## src/rtl/ntt_stage_seq.sv

```systemverilog
// Address sequencer for one radix-2 Cooley-Tukey NTT stage, with in-place write-back
// delayed to match the butterfly latency and a per-pass sticky error flag.
//   state | meaning
//   IDLE  | waiting for start
//   RUN   | issuing one butterfly per non-held cycle
//   DRAIN | issue finished, waiting for in-flight write-backs
module ntt_stage_seq #(
  parameter int LOG_N  = 4,
  parameter int WIDTH  = 64,
  parameter int BF_LAT = 3
) (
  input  logic               clk,
  input  logic               rst,
  input  logic               start,
  input  logic [LOG_N-1:0]   stage,
  input  logic               hold,
  output logic               busy,
  output logic               done,
  output logic               cfg_err,
  output logic               rd_en,
  output logic [LOG_N-1:0]   rd_addr_a,
  output logic [LOG_N-1:0]   rd_addr_b,
  output logic [LOG_N-2:0]   tw_addr,
  input  logic [WIDTH-1:0]   bf_out_a,
  input  logic [WIDTH-1:0]   bf_out_b,
  input  logic               bf_err,
  output logic               wr_en,
  output logic [LOG_N-1:0]   wr_addr_a,
  output logic [LOG_N-1:0]   wr_addr_b,
  output logic [WIDTH-1:0]   wr_data_a,
  output logic [WIDTH-1:0]   wr_data_b,
  output logic               err_sticky
);

  localparam int NBF   = 1 << (LOG_N - 1);
  localparam int DEPTH = 1 + BF_LAT;
  localparam logic [LOG_N-2:0] K_LAST    = (LOG_N-1)'(NBF - 1);
  localparam logic [LOG_N:0]   STAGE_LIM = (LOG_N+1)'(LOG_N);
  localparam logic [LOG_N-1:0] SH_TOP    = LOG_N'(LOG_N - 1);

  typedef enum logic [1:0] {IDLE, RUN, DRAIN} state_t;

  state_t           state;
  logic [LOG_N-1:0] s_q;
  logic [LOG_N-2:0] k;

  logic             issue;
  logic [LOG_N-1:0] k_ext;
  logic [LOG_N-1:0] half;
  logic [LOG_N-1:0] mask;
  logic [LOG_N-1:0] j;
  logic [LOG_N-2:0] j_tw;
  logic [LOG_N-1:0] addr_a;

  logic [DEPTH-1:0] pv;
  logic [LOG_N-1:0] pa [DEPTH];
  logic [LOG_N-1:0] pb [DEPTH];

  // Issue is combinational on hold so a held cycle never strobes the RAM.
  always_comb begin
    issue  = (state == RUN) && !hold;
    k_ext  = {1'b0, k};
    half   = LOG_N'(1) << s_q;
    mask   = half - LOG_N'(1);
    j      = k_ext & mask;
    j_tw   = k & mask[LOG_N-2:0];
    addr_a = ((k_ext >> s_q) << (s_q + 1'b1)) | j;
    rd_en     = issue;
    rd_addr_a = issue ? addr_a : '0;
    rd_addr_b = issue ? (addr_a | half) : '0;
    tw_addr   = issue ? (j_tw << (SH_TOP - s_q)) : '0;
  end

  always_ff @(posedge clk or posedge rst) begin
    if (rst) begin
      pv <= '0;
      for (int i = 0; i < DEPTH; i++) begin
        pa[i] <= '0;
        pb[i] <= '0;
      end
    end else begin
      pv    <= {pv[DEPTH-2:0], issue};
      pa[0] <= rd_addr_a;
      pb[0] <= rd_addr_b;
      for (int i = 1; i < DEPTH; i++) begin
        pa[i] <= pa[i-1];
        pb[i] <= pb[i-1];
      end
    end
  end

  assign wr_en     = pv[DEPTH-1];
  assign wr_addr_a = pa[DEPTH-1];
  assign wr_addr_b = pb[DEPTH-1];
  assign wr_data_a = bf_out_a;
  assign wr_data_b = bf_out_b;

  always_ff @(posedge clk or posedge rst) begin
    if (rst) begin
      state      <= IDLE;
      s_q        <= '0;
      k          <= '0;
      busy       <= 1'b0;
      done       <= 1'b0;
      cfg_err    <= 1'b0;
      err_sticky <= 1'b0;
    end else begin
      done    <= 1'b0;
      cfg_err <= 1'b0;
      if (wr_en) err_sticky <= err_sticky | bf_err;
      unique case (state)
        IDLE: begin
          if (start) begin
            if ({1'b0, stage} < STAGE_LIM) begin
              s_q        <= stage;
              k          <= '0;
              err_sticky <= 1'b0;
              busy       <= 1'b1;
              state      <= RUN;
            end else begin
              cfg_err <= 1'b1;
            end
          end
        end
        RUN: begin
          if (!hold) begin
            if (k == K_LAST) state <= DRAIN;
            else             k     <= k + 1'b1;
          end
        end
        DRAIN: begin
          // Leave once only the oldest entry (being written this cycle) can be valid.
          if (pv[DEPTH-2:0] == '0) begin
            state <= IDLE;
            busy  <= 1'b0;
            done  <= 1'b1;
          end
        end
        default: state <= IDLE;
      endcase
    end
  end

endmodule

```

## config.mk

```make
export PLATFORM = sky130hd
export DESIGN_NAME = ntt_stage_seq
export DESIGN_NICKNAME = d
export VERILOG_FILES = /design/src/rtl/ntt_stage_seq.sv
export SDC_FILE = /design/constraint.sdc
export NUM_CORES = 1
export LEC_CHECK = 0
export ABC_AREA = 1
export CAP_MARGIN = 20
export CORE_AREA = 2 2 114 116
export DETAILED_ROUTE_END_ITERATION = 12
export DIE_AREA = 0 0 116 118
export GPL_TIMING_DRIVEN = 1
export PLACE_DENSITY = 0.77
export SETUP_SLACK_MARGIN = 0.1
export SLEW_MARGIN = 20
export SYNTH_ARGS = -nofsm -noshare
export SYNTH_HDL_FRONTEND = slang
export SYNTH_SLANG_ARGS = --single-unit
```

## constraint.sdc

```tcl
create_clock -name clk -period 2.85 [get_ports clk]
set_clock_uncertainty 0.2 [all_clocks]
set_input_delay 0.285 -clock clk [delete_from_list [all_inputs] [get_ports clk]]
set_output_delay 0.285 -clock clk [all_outputs]
set_load 0.02 [all_outputs]
```

==> implementation parameters <==
Parameter                              Value

Outcome
  Status    complete, no violations

Floorplan
  Full die area    13690 sq um
  Core outline area    12410 sq um
  Die boundary width    116 um
  Boundary pin count    290
  Initial Util    23.21%
  Height of the die    118 um
  Core Rows    41

Cells and area
  Diodes inserted    0
  Post-layout nets    362
  Area of the multi-input gates    543.0 sq um
  Fill cell instance count of the final layout    1392
  Sequential cell area in the final layout    1227 sq um
  Fraction of layout instances using a drive strength above 1    18.47%
  Syn-to-layout area delta    -9.466%

Place
  Port Buf Inserts    33
  Post-DP HPWL    3.664 mm
  Final weighted congestion of routability-driven global placement    0.7596

Worst setup path
  Stages on the worst setup path    9
  Cell breakdown of the critical path    buf_4 > nor2_4 > nand2_1 > ha_1 > or2_2 > nand2_1 > nand2_1 > nand2_1 > clkdlybuf4s15_2
  Logic depth of the worst register-to-register path    8
  Critical path required time    2.37 ns
  Worst path top cell family by delay    simple AND/OR/NAND/NOR gates
  Start-to-end type of the worst setup path    register to primary output
  CP bufs+invs    2
  Critical path capture point type    primary output
  Critical Path Start Type    register
  Longest individual stage delay on the worst path    0.44 ns
  Slowest cell on the critical path    dfrtp_2
  Most used cell, CP    nand2_1
  CP arrival    2.19 ns
  CP max FO    6

Timing
  Minimum hold slack    0.1472 ns
  Tightest Pin Transition    0.3342 ns
  Post-route setup TNS    0 ns
  Final setup violation count    0
  Headroom to the max-slew limit    77.72%
  Final min period    2.678 ns
  Achievable Freq    373.4 MHz
  RSZ-0062 raised after global routing    no
  Hold Vio Cnt, Final    0
  Final period util    93.96%
  Count of pins over their slew limit    0

Synth
  Number of standard cells after synthesis    311
  Synthesized Nets    452
  Ranking of synthesized cells by area    dfrtp_1 (43%), buf_4 (35%), nand2_1 (4.6%)
  Top_reg_cell synth    dfrtp_1
  Largest family of logic cells by synthesized area    buffers and inverters
  Fraction of synthesized cell area in xor and xnor cells    0.6079%
  Post-synthesis adder-cell area fraction    1.737%
  Post-synthesis share of cell area spent on and, or, nand and nor gates    12.72%
  Distinct cell type count of the synthesized netlist    24
  Synth Cell Area    2882 sq um
  Ys async rst share    100.0%
  Post-Syn Area per Cell    9.265 sq um
  Number of warnings printed during yosys synthesis    0
  Count of state elements after synthesis    49
  Compound-gate portion of the synthesized area    3.604%
  Post-synth EDFFs    0
  Most area-hungry cell type in the Yosys netlist    dfrtp_1
  Portion of the post-synthesis area used by sequential elements    42.55%
  Multiplexer share of the synthesized area    0%
  Post-synth top area share    42.55%

Drt
  Number of violations reported at the end of detailed-routing iteration 0    30
  Sum of routed wire length over all layers    4.736 mm
  Post-DRT Antenna Nets    0
  Mean number of vias per cell    3.690
  Via count    1454
  DRT Pass-1 Iters    4
  Detail-routed net length per standard cell    12.02 um
  Number of design rule violations left after detail routing    0

Pwr
  IR Drop Worst-Case VDD    0.0004571 V
  Total power density per cell area    1092 nW/um^2
  Leakage power summed over all cells    1.290 nW

CTS
  Setup Fix Bufs, Post-CTS    0
  Clock transition at the register clock pins on the worst setup and hold paths after CTS    0.06 ns
  CTS H-tree depth    2
  Maximum buffer depth of the clock tree    2
  Number of hold-repair buffers added at the cts stage    0
  Clock latency reported for the late side of the worst-skew pair    0.28 ns
  CTS tree    done
  Sinks on Clock Net    49
  CTS buffer count    5
  CTS root buffer    clkbuf_16

GRT
  Number of antenna violations at the first check in global routing    0
  Vias in the first global route    1467
  Total Routing Usage GR    6.902%
  Maximum number of pins on one net before global-route repair    50
  Global route overflow    0
  Global-route wire length before repair    7.458 mm

Worst hold path
  Depth of the worst hold-timing path    0
  Classification of the worst-slack hold path    register to register

Flow run
  Max Cap Violations    0
==> final timing paths <==
| path | from | end | slack [ns] |
|---|---|---|---|
| hold / removal | pb[8] | pb[4] | 0.15 |
| setup reg to reg | s_q[0] | pb[13] | 0.96 |
| max in group asynchronous | rst | s_q[0] | 2.05 |
| min in group asynchronous | rst | wr_addr_a[2] | 0.17 |
| hold reg to reg | pb[8] | pb[4] | 0.15 |
| setup / recovery | s_q[0] | rd_addr_b[1] | 0.17 |
==> cells in the final DEF, fill, tap and decap left out, types with 2 or more instances in the layout <==
cell type	instances
xor2_1	2
nand3_1	17
nand2_1	35
nor2_4	3
clkbuf_2	6
buf_4	7
o21ai_0	8
clkbuf_16	5
inv_2	5
a21oi_1	7
clkdlybuf4s50_1	23
nor2_1	11
inv_1	18
or3_1	2
nor2_2	3
ha_1	4
dfrtp_1	48
==> metrics by stage <==
step                      setup slack [ns]  util [%]  cell area, sq um  power, mW  cells
after floorplan                     0.4099         -              2882      2.060    311
after global placement              0.1173     19.89              2469      2.197    386
after detailed placement           0.08164     19.89              2469      2.246    386
after CTS                          0.03714     21.14              2625      2.885    394
after global routing                0.1011     21.01              2609      3.046    394
final                               0.1721     21.01              2609      2.850    394
==> worst reg2reg max path: cells and delay by family, from the launching register on <==
family,cells,cell delay [ns]
and+or+nand+nor,6,0.75
DFF,1,0.44
adders and majority gates,1,0.27
buffers and inverters,1,0.17
==> logic make-up after synthesis <==
| kind of cell | Yosys count |
|---|---|
| fa+ha+maj | 4 |
| compound gates | 18 |
| flops | 49 |
| simple gates | 77 |
| buf+inv | 161 |
| xor+xnor | 2 |
==> cells in the mapped netlist (2+ instances only) <==
| cell | instances |
|---|---|
| inv_2 | 4 |
| nor2_1 | 13 |
| ha_1 | 4 |
| dfrtp_1 | 49 |
| o21ai_0 | 8 |
| buf_4 | 136 |
| nand3_1 | 17 |
| nor2_4 | 3 |
| nand2_1 | 35 |
| a21oi_1 | 7 |
| xor2_1 | 2 |
| or3_1 | 2 |
| buf_2 | 2 |
| inv_1 | 19 |
==> layout make-up <==
| type | instances | share of cell area [%] |
|---|---|---|
| Clock inverter | 3 | 1.679 |
| Multi-Input combinational cell | 101 | 20.82 |
| Tap cell | 172 | 8.249 |
| Timing Repair Buffer | 41 | 14.10 |
| Clock buffer | 5 | 4.796 |
| Sequential cell | 49 | 47.05 |
| Inverter | 23 | 3.309 |
==> state kept, by name, summed over array words and instances, names as in the netlist <==
| register | count |
|---|---|
| state | 2 |
| done | 1 |
| k | 3 |
| err_sticky | 1 |
| cfg_err | 1 |
| pb | 12 |
| wr_addr_a | 4 |
| wr_addr_b | 4 |
| pa | 12 |
| busy | 1 |
| pv | 4 |
| s_q | 4 |
==> layer usage <==
| metal | share of wire [%] | track usage [%] | wire length, um |
|---|---|---|---|
| met3 | 13 | 4.325 | 637 |
| met2 | 43 | 9.868 | 2029 |
| met5 | 0 | 0 | 0 |
| met1 | 39 | 7.843 | 1852 |
| met4 | 4.6 | 3.720 | 216 |
==> report_power, final <==
group | total, mW | switching, mW | internal [mW]
logic | 1.14 | 0.691 | 0.449
clock network | 0.662 | 0.247 | 0.415
registers | 1.05 | 0.112 | 0.936
total | 2.85 | 1.05 | 1.80
==> timing repair <==
| item | CTS | global route |
|---|---|---|
| gates resized for setup | 16 | 15 |
| endpoints found under the setup margin | 10 | 11 |
| hold endpoints to repair | 0 | 0 |
Note: power is estimated with default switching activity, not from simulation.
